### src/rtl/wb_arbiter_if.sv
`default_nettype none
// ============================================================================
//  Module      : wb_arbiter_if
//  Description : Bundle of the writeback arbiter's result-source, regfile
//                write-port, bypass and hazard-mask signals.
//  Revision    : 1.0  initial release
// ============================================================================
interface wb_arbiter_if #(
    parameter int DEPTH = 4,
    parameter int XLEN  = 32
);
    localparam int c_CW = $clog2(DEPTH) + 1;

    // ALU result source (never stalled)
    logic            alu_valid;
    logic [4:0]      alu_idx;
    logic [XLEN-1:0] alu_data;
    // LSU / mul-div result source (valid/ready)
    logic            lsu_valid;
    logic [4:0]      lsu_idx;
    logic [XLEN-1:0] lsu_data;
    logic            lsu_ready;
    // Regfile write port
    logic            rf_wr_en;
    logic [4:0]      rf_wr_idx;
    logic [XLEN-1:0] rf_wr_data;
    // Decode bypass and hazard information
    logic [4:0]      rda_idx;
    logic [4:0]      rdb_idx;
    logic            byp_a_hit;
    logic [XLEN-1:0] byp_a_data;
    logic            byp_b_hit;
    logic [XLEN-1:0] byp_b_data;
    logic [31:0]     lsu_pending;
    logic [c_CW-1:0] fifo_count;

    // Arbiter side
    modport slave (
        input  alu_valid, alu_idx, alu_data,
        input  lsu_valid, lsu_idx, lsu_data,
        input  rda_idx, rdb_idx,
        output lsu_ready,
        output rf_wr_en, rf_wr_idx, rf_wr_data,
        output byp_a_hit, byp_a_data, byp_b_hit, byp_b_data,
        output lsu_pending, fifo_count
    );

    // Producer / consumer side
    modport master (
        output alu_valid, alu_idx, alu_data,
        output lsu_valid, lsu_idx, lsu_data,
        output rda_idx, rdb_idx,
        input  lsu_ready,
        input  rf_wr_en, rf_wr_idx, rf_wr_data,
        input  byp_a_hit, byp_a_data, byp_b_hit, byp_b_data,
        input  lsu_pending, fifo_count
    );
endinterface
`default_nettype wire

### src/rtl/wb_arbiter.sv
`default_nettype none
// ============================================================================
//  Module      : wb_arbiter
//  Description : Writeback arbiter. Merges unstalled ALU results with a
//                FIFO of long-latency LSU results onto the single regfile
//                write port; ALU always wins. Provides same-cycle bypass and
//                a pending-destination mask of queued LSU results.
//  Revision    : 1.0  initial release
// ============================================================================
module wb_arbiter #(
    parameter int DEPTH = 4,
    parameter int XLEN  = 32
) (
    input  wire logic   clk,
    input  wire logic   rst_n,
    wb_arbiter_if.slave bus
);
    localparam int c_AW = $clog2(DEPTH);
    localparam int c_CW = c_AW + 1;
    localparam logic [c_CW-1:0] c_FULL = c_CW'(DEPTH);

    logic [c_AW-1:0] wr_ptr_q, wr_ptr_d;
    logic [c_AW-1:0] rd_ptr_q, rd_ptr_d;
    logic [c_CW-1:0] count_q, count_d;
    logic            wr_en_q, wr_en_d;
    logic [4:0]      wr_idx_q, wr_idx_d;
    logic [XLEN-1:0] wr_data_q, wr_data_d;

    logic [4:0]      idx_mem  [DEPTH];
    logic [XLEN-1:0] data_mem [DEPTH];

    logic             w_ready;
    logic             w_push;
    logic             w_pop;
    logic [DEPTH-1:0] w_slot_valid;
    logic [31:0]      w_pending;

    // Credit comes from the registered count only; a same-cycle pop gives none.
    assign w_ready = rst_n & (count_q < c_FULL);
    // Writes to x0 complete the handshake but are never queued.
    assign w_push  = bus.lsu_valid & w_ready & (bus.lsu_idx != 5'd0);
    // Any ALU valid, even to x0, consumes the write slot.
    assign w_pop   = ~bus.alu_valid & (count_q != '0);

    // Next-state for FIFO pointers, occupancy and the write-port registers.
    always_comb begin
        wr_ptr_d  = wr_ptr_q;
        rd_ptr_d  = rd_ptr_q;
        count_d   = count_q;
        wr_en_d   = 1'b0;
        wr_idx_d  = wr_idx_q;
        wr_data_d = wr_data_q;

        if (w_push) begin
            wr_ptr_d = wr_ptr_q + c_AW'(1);
        end
        if (w_pop) begin
            rd_ptr_d = rd_ptr_q + c_AW'(1);
        end
        case ({w_push, w_pop})
            2'b10:   count_d = count_q + c_CW'(1);
            2'b01:   count_d = count_q - c_CW'(1);
            default: count_d = count_q;
        endcase

        if (bus.alu_valid) begin
            if (bus.alu_idx != 5'd0) begin
                wr_en_d   = 1'b1;
                wr_idx_d  = bus.alu_idx;
                wr_data_d = bus.alu_data;
            end
        end else if (w_pop) begin
            wr_en_d   = 1'b1;
            wr_idx_d  = idx_mem[rd_ptr_q];
            wr_data_d = data_mem[rd_ptr_q];
        end
    end

    // Control state and write-port registers; reset discards queued entries.
    always_ff @(posedge clk or negedge rst_n) begin
        if (!rst_n) begin
            wr_ptr_q  <= '0;
            rd_ptr_q  <= '0;
            count_q   <= '0;
            wr_en_q   <= 1'b0;
            wr_idx_q  <= '0;
            wr_data_q <= '0;
        end else begin
            wr_ptr_q  <= wr_ptr_d;
            rd_ptr_q  <= rd_ptr_d;
            count_q   <= count_d;
            wr_en_q   <= wr_en_d;
            wr_idx_q  <= wr_idx_d;
            wr_data_q <= wr_data_d;
        end
    end

    // FIFO storage; occupancy tracking alone decides which slots are live.
    always_ff @(posedge clk) begin
        if (w_push) begin
            idx_mem[wr_ptr_q]  <= bus.lsu_idx;
            data_mem[wr_ptr_q] <= bus.lsu_data;
        end
    end

    // A slot is live when its distance from the read pointer is below count.
    for (genvar i = 0; i < DEPTH; i++) begin : g_slot_valid
        logic [c_AW-1:0] w_off;
        assign w_off           = c_AW'(i) - rd_ptr_q;
        assign w_slot_valid[i] = ({1'b0, w_off} < count_q);
    end

    // Pending-destination mask: OR of one-hot destinations of live slots.
    always_comb begin
        w_pending = '0;
        for (int i = 0; i < DEPTH; i++) begin
            if (w_slot_valid[i]) begin
                w_pending[idx_mem[i]] = 1'b1;
            end
        end
        w_pending[0] = 1'b0;
    end

    assign bus.lsu_ready   = w_ready;
    assign bus.rf_wr_en    = wr_en_q;
    assign bus.rf_wr_idx   = wr_idx_q;
    assign bus.rf_wr_data  = wr_data_q;
    assign bus.byp_a_hit   = wr_en_q & (wr_idx_q == bus.rda_idx) & (bus.rda_idx != 5'd0);
    assign bus.byp_a_data  = wr_data_q;
    assign bus.byp_b_hit   = wr_en_q & (wr_idx_q == bus.rdb_idx) & (bus.rdb_idx != 5'd0);
    assign bus.byp_b_data  = wr_data_q;
    assign bus.lsu_pending = w_pending;
    assign bus.fifo_count  = count_q;

endmodule
`default_nettype wire

### src/flat_wrapper.sv
// flat-port wrapper written by rule: the top's interface ports become plain ports
module wb_arbiter_flat 
#(
    parameter int DEPTH = 4,
    parameter int XLEN  = 32
)
  (clk, rst_n, bus_alu_valid, bus_alu_idx, bus_alu_data, bus_lsu_valid, bus_lsu_idx, bus_lsu_data, bus_rda_idx, bus_rdb_idx, bus_lsu_ready, bus_rf_wr_en, bus_rf_wr_idx, bus_rf_wr_data, bus_byp_a_hit, bus_byp_a_data, bus_byp_b_hit, bus_byp_b_data, bus_lsu_pending, bus_fifo_count);
  wb_arbiter_if #(.DEPTH(DEPTH), .XLEN(XLEN)) bus_i ();
  input  wire logic clk;
  input  wire logic rst_n;
  input wire logic [$bits(bus_i.alu_valid)-1:0] bus_alu_valid;
  input wire logic [$bits(bus_i.alu_idx)-1:0] bus_alu_idx;
  input wire logic [$bits(bus_i.alu_data)-1:0] bus_alu_data;
  input wire logic [$bits(bus_i.lsu_valid)-1:0] bus_lsu_valid;
  input wire logic [$bits(bus_i.lsu_idx)-1:0] bus_lsu_idx;
  input wire logic [$bits(bus_i.lsu_data)-1:0] bus_lsu_data;
  input wire logic [$bits(bus_i.rda_idx)-1:0] bus_rda_idx;
  input wire logic [$bits(bus_i.rdb_idx)-1:0] bus_rdb_idx;
  output wire logic [$bits(bus_i.lsu_ready)-1:0] bus_lsu_ready;
  output wire logic [$bits(bus_i.rf_wr_en)-1:0] bus_rf_wr_en;
  output wire logic [$bits(bus_i.rf_wr_idx)-1:0] bus_rf_wr_idx;
  output wire logic [$bits(bus_i.rf_wr_data)-1:0] bus_rf_wr_data;
  output wire logic [$bits(bus_i.byp_a_hit)-1:0] bus_byp_a_hit;
  output wire logic [$bits(bus_i.byp_a_data)-1:0] bus_byp_a_data;
  output wire logic [$bits(bus_i.byp_b_hit)-1:0] bus_byp_b_hit;
  output wire logic [$bits(bus_i.byp_b_data)-1:0] bus_byp_b_data;
  output wire logic [$bits(bus_i.lsu_pending)-1:0] bus_lsu_pending;
  output wire logic [$bits(bus_i.fifo_count)-1:0] bus_fifo_count;
  assign bus_i.alu_valid = bus_alu_valid;
  assign bus_i.alu_idx = bus_alu_idx;
  assign bus_i.alu_data = bus_alu_data;
  assign bus_i.lsu_valid = bus_lsu_valid;
  assign bus_i.lsu_idx = bus_lsu_idx;
  assign bus_i.lsu_data = bus_lsu_data;
  assign bus_i.rda_idx = bus_rda_idx;
  assign bus_i.rdb_idx = bus_rdb_idx;
  assign bus_lsu_ready = bus_i.lsu_ready;
  assign bus_rf_wr_en = bus_i.rf_wr_en;
  assign bus_rf_wr_idx = bus_i.rf_wr_idx;
  assign bus_rf_wr_data = bus_i.rf_wr_data;
  assign bus_byp_a_hit = bus_i.byp_a_hit;
  assign bus_byp_a_data = bus_i.byp_a_data;
  assign bus_byp_b_hit = bus_i.byp_b_hit;
  assign bus_byp_b_data = bus_i.byp_b_data;
  assign bus_lsu_pending = bus_i.lsu_pending;
  assign bus_fifo_count = bus_i.fifo_count;
  wb_arbiter #(.DEPTH(DEPTH), .XLEN(XLEN)) u_core (.clk(clk), .rst_n(rst_n), .bus(bus_i));
endmodule
### config.mk
export PLATFORM = sky130hd
export DESIGN_NAME = wb_arbiter_flat
export DESIGN_NICKNAME = d
export VERILOG_FILES = /design/src/rtl/wb_arbiter_if.sv /design/src/rtl/wb_arbiter.sv /design/src/flat_wrapper.sv
export SDC_FILE = /design/constraint.sdc
export NUM_CORES = 1
export LEC_CHECK = 0
export ABC_AREA = 1
export CORE_MARGIN = 4
export CORE_UTILIZATION = 50
export CTS_CLUSTER_SIZE = 24
export DETAILED_ROUTE_END_ITERATION = 8
export PLACE_DENSITY = 0.85
export SLEW_MARGIN = 20
export SYNTH_ARGS = -nofsm -noshare
export SYNTH_HDL_FRONTEND = slang
export SYNTH_SLANG_ARGS = --single-unit
### constraint.sdc
create_clock -name clk -period 3.9 [get_ports clk]
set_input_delay 0.78 -clock clk [delete_from_list [all_inputs] [get_ports clk]]
set_output_delay 0.78 -clock clk [all_outputs]
set_load 0.02 [all_outputs]
==> impl_metrics.env, run 1 <==
export IMPL_status="finished, final reports clean"
export IMPL_leakage_uw=0.00569
export IMPL_clock_latency_ns=0.43
export IMPL_reg2reg_depth=9
export IMPL_grt_max_degree=73
export IMPL_root_buffer="clkbuf_16"
export IMPL_drive_gt1_frac=0.0580
export IMPL_die_width_um=154
export IMPL_hold_path_class="input pin to async pin"
export IMPL_io_buffers=226
export IMPL_worst_clock_skew_ns=0.0116
export IMPL_fillerInstances=1703
export IMPL_worst_r2r_setup_slack_ns=1.67
export IMPL_fin_area_um2=13300
export IMPL_grt_overflow=0
export IMPL_drt_iter0_drc=942
export IMPL_hold_viol_final=0
export IMPL_drt_pass1_iterations=6
export IMPL_gp_routability_congestion=0.971
export IMPL_ios=228
export IMPL_worstPathMaxFanout=16
export IMPL_grt_pass1_vias=9012
export IMPL_num_rows=53
export IMPL_syn_inst=1292
export IMPL_ant_nets=0
export IMPL_relSlewSlack=0.385
export IMPL_yosys_cell_types_count=35
export IMPL_core_um2=21000
export IMPL_route_detailed_wl_per_inst_um=17.5
export IMPL_synth_ff_type="edfxtp_1"
export IMPL_yosys_area_top_type_share=0.417
export IMPL_synth_warnings=0
export IMPL_place_ws_ns=0.451
export IMPL_fin_crit_ns=3.74
export IMPL_antenna_found_initial=1
export IMPL_cpPeakStageDelay_ns=0.55
export IMPL_die_height_um=154
export IMPL_required_ns=3.12
export IMPL_vdd_drop_max_mv=0.403
export IMPL_yosysTopAreaCell="edfxtp_1"
export IMPL_clockBufferDepth=2
export IMPL_post_cts_buffers=0
export IMPL_setup_tns_ns=0
export IMPL_crit_chain="inv_2, nor2_1, nor2_1, inv_1, ha_1, nand3_4, nand2_4, clkinvlp_4, nand2_1, nand3_1, clkdlybuf4s50_1"
export IMPL_cts_sink_count=193
export IMPL_setup_viol=0
export IMPL_drv_cap=0
export IMPL_track_usage=0.252
export IMPL_cts_inserted_buffers=17
export IMPL_fin_crit_sh=0.959
export IMPL_end_kind="output port"
export IMPL_slew_violations=0
export IMPL_cts_tree="built"
export IMPL_htreeDepth=4
export IMPL_final_util=0.631
export IMPL_syn_cell_area_um2=10700
export IMPL_yosysMostFrequentCell="nand2_1"
export IMPL_avgSynthCellArea_um2=8.25
export IMPL_arrival_ns=2.96
export IMPL_floorplan_initialDensity=0.507
export IMPL_hold_slack_ns=0.436
export IMPL_nets=1534
export IMPL_cellPowerDensity_nw_per_um2=640
export IMPL_grt_first_pass_wirelength_um=47600
export IMPL_r2r_end="u_core.bus.fifo_count[2]"
export IMPL_slowest_stage="clkdlybuf4s50_1"
export IMPL_synthTopCellsByArea="edfxtp_1, nand2_1, dfrtp_1"
export IMPL_timing_rr_start="u_core.bus.fifo_count[2]"
export IMPL_drc_errors=0
export IMPL_setup_slack_ns=0.159
export IMPL_synthTopCellsByCount="nand2_1, nor2_1, edfxtp_1"
export IMPL_crit_path_start_kind="register"
export IMPL_tightest_slew_ns=0.920
export IMPL_crit_top_cell="nor2_1"
export IMPL_vias_per_cell=5.32
export IMPL_crit_type="register to output port"
export IMPL_ys_ff_latch=193
export IMPL_placed_area_um2=12600
export IMPL_synth_nets=1390
export IMPL_area_delta_synth_final_pct=24.5
export IMPL_ys_seq_area_frac=0.523
export IMPL_num_vias=9177
export IMPL_dieArea_um2=23700
export IMPL_synth_edf_count=148
export IMPL_dp_hpwl_um=20200
export IMPL_async_flop_share=0.233
export IMPL_fmax_ghz=0.267
export IMPL_cts_clk_slew_worst_paths_ns=0.08
export IMPL_drt_wl_total_um=30200
==> metrics by stage <==
step           total power, µW  instances
6_report                  8490       1725
2_1_floorplan             5570       1292
4_1_cts                   8450       1723
3_5_place_dp              6740       1691
5_1_grt                   9000       1725
3_3_place_gp              6650       1691
==> cell type report <==
cell class	count	area [µm²]	area share
clock buffers	19	443	0.0334
repair inverters	1	7.51	0.000566
clock inverters	13	123	0.00924
repair buffers	241	2430	0.183
diodes	1	2.50	0.000189
flip-flops and latches	193	5570	0.420
well taps	275	344	0.0259
multi-input cells	905	4040	0.305
inverters	77	300	0.0226
==> sequential cells by signal, indices dropped and copies added, names as in the netlist <==
name / count
u_core.bus.byp_a_data: 32
u_core.bus.fifo_count: 3
u_core.bus.rf_wr_en: 1
u_core.bus.rf_wr_idx: 5
u_core.data_mem: 128
u_core.idx_mem: 20
u_core.rd_ptr_q: 2
u_core.wr_ptr_q: 2
==> cell usage in the layout (no fill, tap or decap), drive strengths merged <==
cell type,synthesis,final
and3,1,1
a21oi,8,8
fa,1,1
o22ai,1,1
ha,9,9
clkinvlp,0,4
o21bai,1,1
dlymetal6s2s,0,5
bufinv,0,1
nand3,147,147
conb,1,1
inv,77,82
edfxtp,148,148
nor2,173,173
xnor2,1,1
nor3,10,10
clkinv,0,4
clkbuf,12,19
clkdlybuf4s50,0,220
dfrtp,45,45
o21ai,9,9
mux2i,2,2
diode,0,1
or2,36,36
nand2,478,478
nand4,23,23
buf,105,16
xor2,4,4
==> worst max path at each step <==
stage               slack, ns               start  cells after the start                    end
floorplan                0.83               rst_n                      3  u_core.data_mem[0][0]
global placement         0.50  u_core.rd_ptr_q[1]                     11    bus_lsu_pending[21]
detailed placement       0.45  u_core.rd_ptr_q[0]                     11     bus_lsu_pending[6]
CTS                     0.006  u_core.rd_ptr_q[0]                     11     bus_lsu_pending[6]
global route           -0.002  u_core.rd_ptr_q[0]                     12    bus_lsu_pending[23]
finish                   0.16  u_core.rd_ptr_q[0]                     11    bus_lsu_pending[20]
==> kinds of logic (layout without fill, tap and decap cells) <==
kind of cell	Yosys count	count (layout)	synth area share
AO/OA/AOI/OAI	19	19	0.00927
adder cells (fa/ha/maj)	10	10	0.0124
buffers and inverters	194	351	0.103
flip-flops	193	193	0.523
multiplexers	2	2	0.00188
AND/OR/NAND/NOR	868	868	0.346
XOR/XNOR	5	5	0.00411
other	1	2	0.000352
==> power breakdown <==
group | internal (µW) | switching [µW]
Sequential | 2510 | 288
Clock | 909 | 771
Combinational | 1480 | 2530
Total | 4900 | 3590
==> what timing repair did <==
item | CTS | global route
endpoints found under the setup margin | 3 | 27
hold buffers | 0 | 0
resized for setup | 2 | 14
gates cloned | 0 | 1
==> metal layers <==
metal,global-route usage,share of wire,up-vias
met4,0.0816,0.024,0
li1,-,-,4390
met1,0.326,0.39,4269
met3,0.0585,0.094,52
met2,0.422,0.49,466
met5,0,0,-
==> critical path: cells and delay by family (launching register included) <==
family,cells,cell delay [ns]
flip-flops,1,0.51
buffers and inverters,4,0.96
AND/OR/NAND/NOR,6,0.75
adder cells (fa/ha/maj),1,0.31
Power figures use the tool's default switching activity.
==> run 2: changes to the inputs <==
--- a/config.mk
+++ b/config.mk
@@ -8,10 +8,11 @@
 export ABC_AREA = 1
 export CORE_MARGIN = 4
 export CORE_UTILIZATION = 50
+export CTS_BUF_LIST = sky130_fd_sc_hd__clkbuf_8
 export CTS_CLUSTER_SIZE = 24
 export DETAILED_ROUTE_END_ITERATION = 8
 export PLACE_DENSITY = 0.85
-export SLEW_MARGIN = 20
+export SLEW_MARGIN = 0
 export SYNTH_ARGS = -nofsm -noshare
 export SYNTH_HDL_FRONTEND = slang
 export SYNTH_SLANG_ARGS = --single-unit
==> run 2 against run 1 <==
Effect of this change:
- register-to-register slack about the same
- sequential power hardly changed
- cell count up 0.12%
- sequential share of layout area is 0.62 points higher
- die area unchanged
- sequential cell count unchanged
- largest power group unchanged
==> impl_metrics.env, run 2 (same netlist as run 1, synthesis figures left out) <==
export IMPL_relSlewSlack=0.428
export IMPL_p_seq_frac=0.345
export IMPL_ios=228
export IMPL_cts_inserted_buffers=17
export IMPL_die_height_um=154
export IMPL_cts_tree="built"
export IMPL_required_ns=3.12
export IMPL_drt_iter0_drc=848
export IMPL_area_delta_synth_final_pct=22.7
export IMPL_grt_max_degree=73
export IMPL_final_util=0.622
export IMPL_cts_sink_count=193
export IMPL_status="finished, final reports clean"
export IMPL_antenna_found_initial=2
export IMPL_arrival_ns=2.95
export IMPL_setup_slack_ns=0.171
export IMPL_power_switching_uw=3510
export IMPL_clock_latency_ns=0.48
export IMPL_num_vias=9171
export IMPL_setup_viol=0
export IMPL_drv_cap=0
export IMPL_vdd_drop_max_mv=0.431
export IMPL_drt_pass1_iterations=5
export IMPL_clockBufferDepth=2
export IMPL_nets=1535
export IMPL_drive_gt1_frac=0.0579
export IMPL_drc_errors=0
export IMPL_grt_overflow=0
export IMPL_ant_nets=0
export IMPL_layout_common_cells="nand2_1, clkdlybuf4s50_1, nor2_1"
export IMPL_cts_clk_slew_worst_paths_ns=0.10
export IMPL_regMostFlops="u_core.data_mem"
export IMPL_track_usage=0.248
export IMPL_dieArea_um2=23700
export IMPL_floorplan_initialDensity=0.507
export IMPL_placed_area_um2=12600
export IMPL_cellPowerDensity_nw_per_um2=615
export IMPL_route_detailed_wl_per_inst_um=17.2
export IMPL_vias_per_cell=5.31
export IMPL_largest_reg_flops=128
export IMPL_hold_path_class="input pin to async pin"
export IMPL_root_buffer="clkbuf_8"
export IMPL_crit_path_start_kind="register"
export IMPL_grt_pass1_vias=9043
export IMPL_fmax_ghz=0.268
export IMPL_swShare=0.437
export IMPL_power_frac_clock=0.156
export IMPL_worst_clock_skew_ns=0.0129
export IMPL_htreeDepth=4
export IMPL_die_width_um=154
export IMPL_hold_slack_ns=0.378
export IMPL_hold_viol_final=0
export IMPL_power_uw=8040
export IMPL_fin_area_um2=13100
export IMPL_place_ws_ns=0.451
export IMPL_crit_type="register to output port"
export IMPL_power_frac_comb=0.499
export IMPL_final_common_cell="nand2_1"
export IMPL_grt_first_pass_wirelength_um=46800
export IMPL_num_rows=53
export IMPL_drt_wl_total_um=29700
export IMPL_io_buffers=226
export IMPL_core_um2=21000
export IMPL_leakage_uw=0.00558
export IMPL_fin_crit_ns=3.73
export IMPL_end_kind="output port"
export IMPL_p_int_uw=4530
export IMPL_slew_violations=0
export IMPL_gp_routability_congestion=0.971
export IMPL_fin_crit_sh=0.956
export IMPL_rsz0062_at_grt="true"
export IMPL_dp_hpwl_um=20200
export IMPL_hold_buffers=0
export IMPL_tightest_slew_ns=0.855
export IMPL_worstPathMaxFanout=10
[run 2: path summary, 6_finish.rpt]
kind | startpoint | to | slack [ns] | cells past startpoint
worst min register to register | u_core.bus.fifo_count[1] | u_core.bus.fifo_count[1] | 0.54 | 2
max in group asynchronous | rst_n | u_core.rd_ptr_q[1] | 3.22 | 2
worst max register to register | u_core.bus.fifo_count[2] | u_core.bus.fifo_count[2] | 1.67 | 9
min in group clk | u_core.bus.fifo_count[1] | u_core.bus.fifo_count[1] | 0.54 | 2
worst max-delay path | u_core.rd_ptr_q[1] | bus_lsu_pending[20] | 0.17 | 12
worst min-delay path | rst_n | u_core.wr_ptr_q[0] | 0.38 | 2
[run 2: cell type report]
type | count | area (µm²)
repair inverters | 1 | 7.51
inverters | 77 | 300
clock inverters | 14 | 126
diodes | 2 | 5.00
repair buffers | 242 | 2440
flip-flops and latches | 193 | 5570
clock buffers | 18 | 248
well taps | 275 | 344
fillers | 1722 | 7950
multi-input cells | 905 | 4030
[run 2: metrics by stage]
stage / std cells / TNS (ns)
floorplan: 1292 / 0
global placement: 1691 / 0
detailed placement: 1691 / 0
CTS: 1724 / 0
global route: 1727 / -0.00551
finish: 1727 / 0
[run 2: power groups by stage]
| stage | clock network [µW] | registers (µW) | logic (µW) |
|---|---|---|---|
| 2_1_floorplan | 0 | 2950 | 2630 |
| 3_3_place_gp | 0 | 2820 | 3820 |
| 3_5_place_dp | 0 | 2840 | 3910 |
| 4_1_cts | 1270 | 2800 | 3960 |
| 5_1_grt | 1370 | 2820 | 4360 |
| 6_report | 1250 | 2780 | 4010 |
[run 2: critical path: stages (launching register included)]
cell and delay (ns):
dfrtp_2 0.43, inv_1 0.12, nor2_1 0.06, nor2_1 0.19, ha_1 0.27, inv_1 0.06
nor2_1 0.05, nand2_4 0.12, nand2_2 0.09, nor2_2 0.26, nand2_1 0.11, nand3_1 0.11
clkdlybuf4s50_1 0.61
[run 2: repair_timing]
action,CTS,global route
gates resized for setup,4,9
setup endpoints to repair,28,31
gates cloned,1,0
pin swaps,0,0
buffers inserted,0,1
[run 2: routing by layer]
layer,global-route usage,vias to the layer above,wire length [µm]
li1,-,4394,-
met1,0.312,4277,11900
met2,0.414,439,14400
met3,0.0653,61,2650
met4,0.0925,0,767
met5,0,-,0
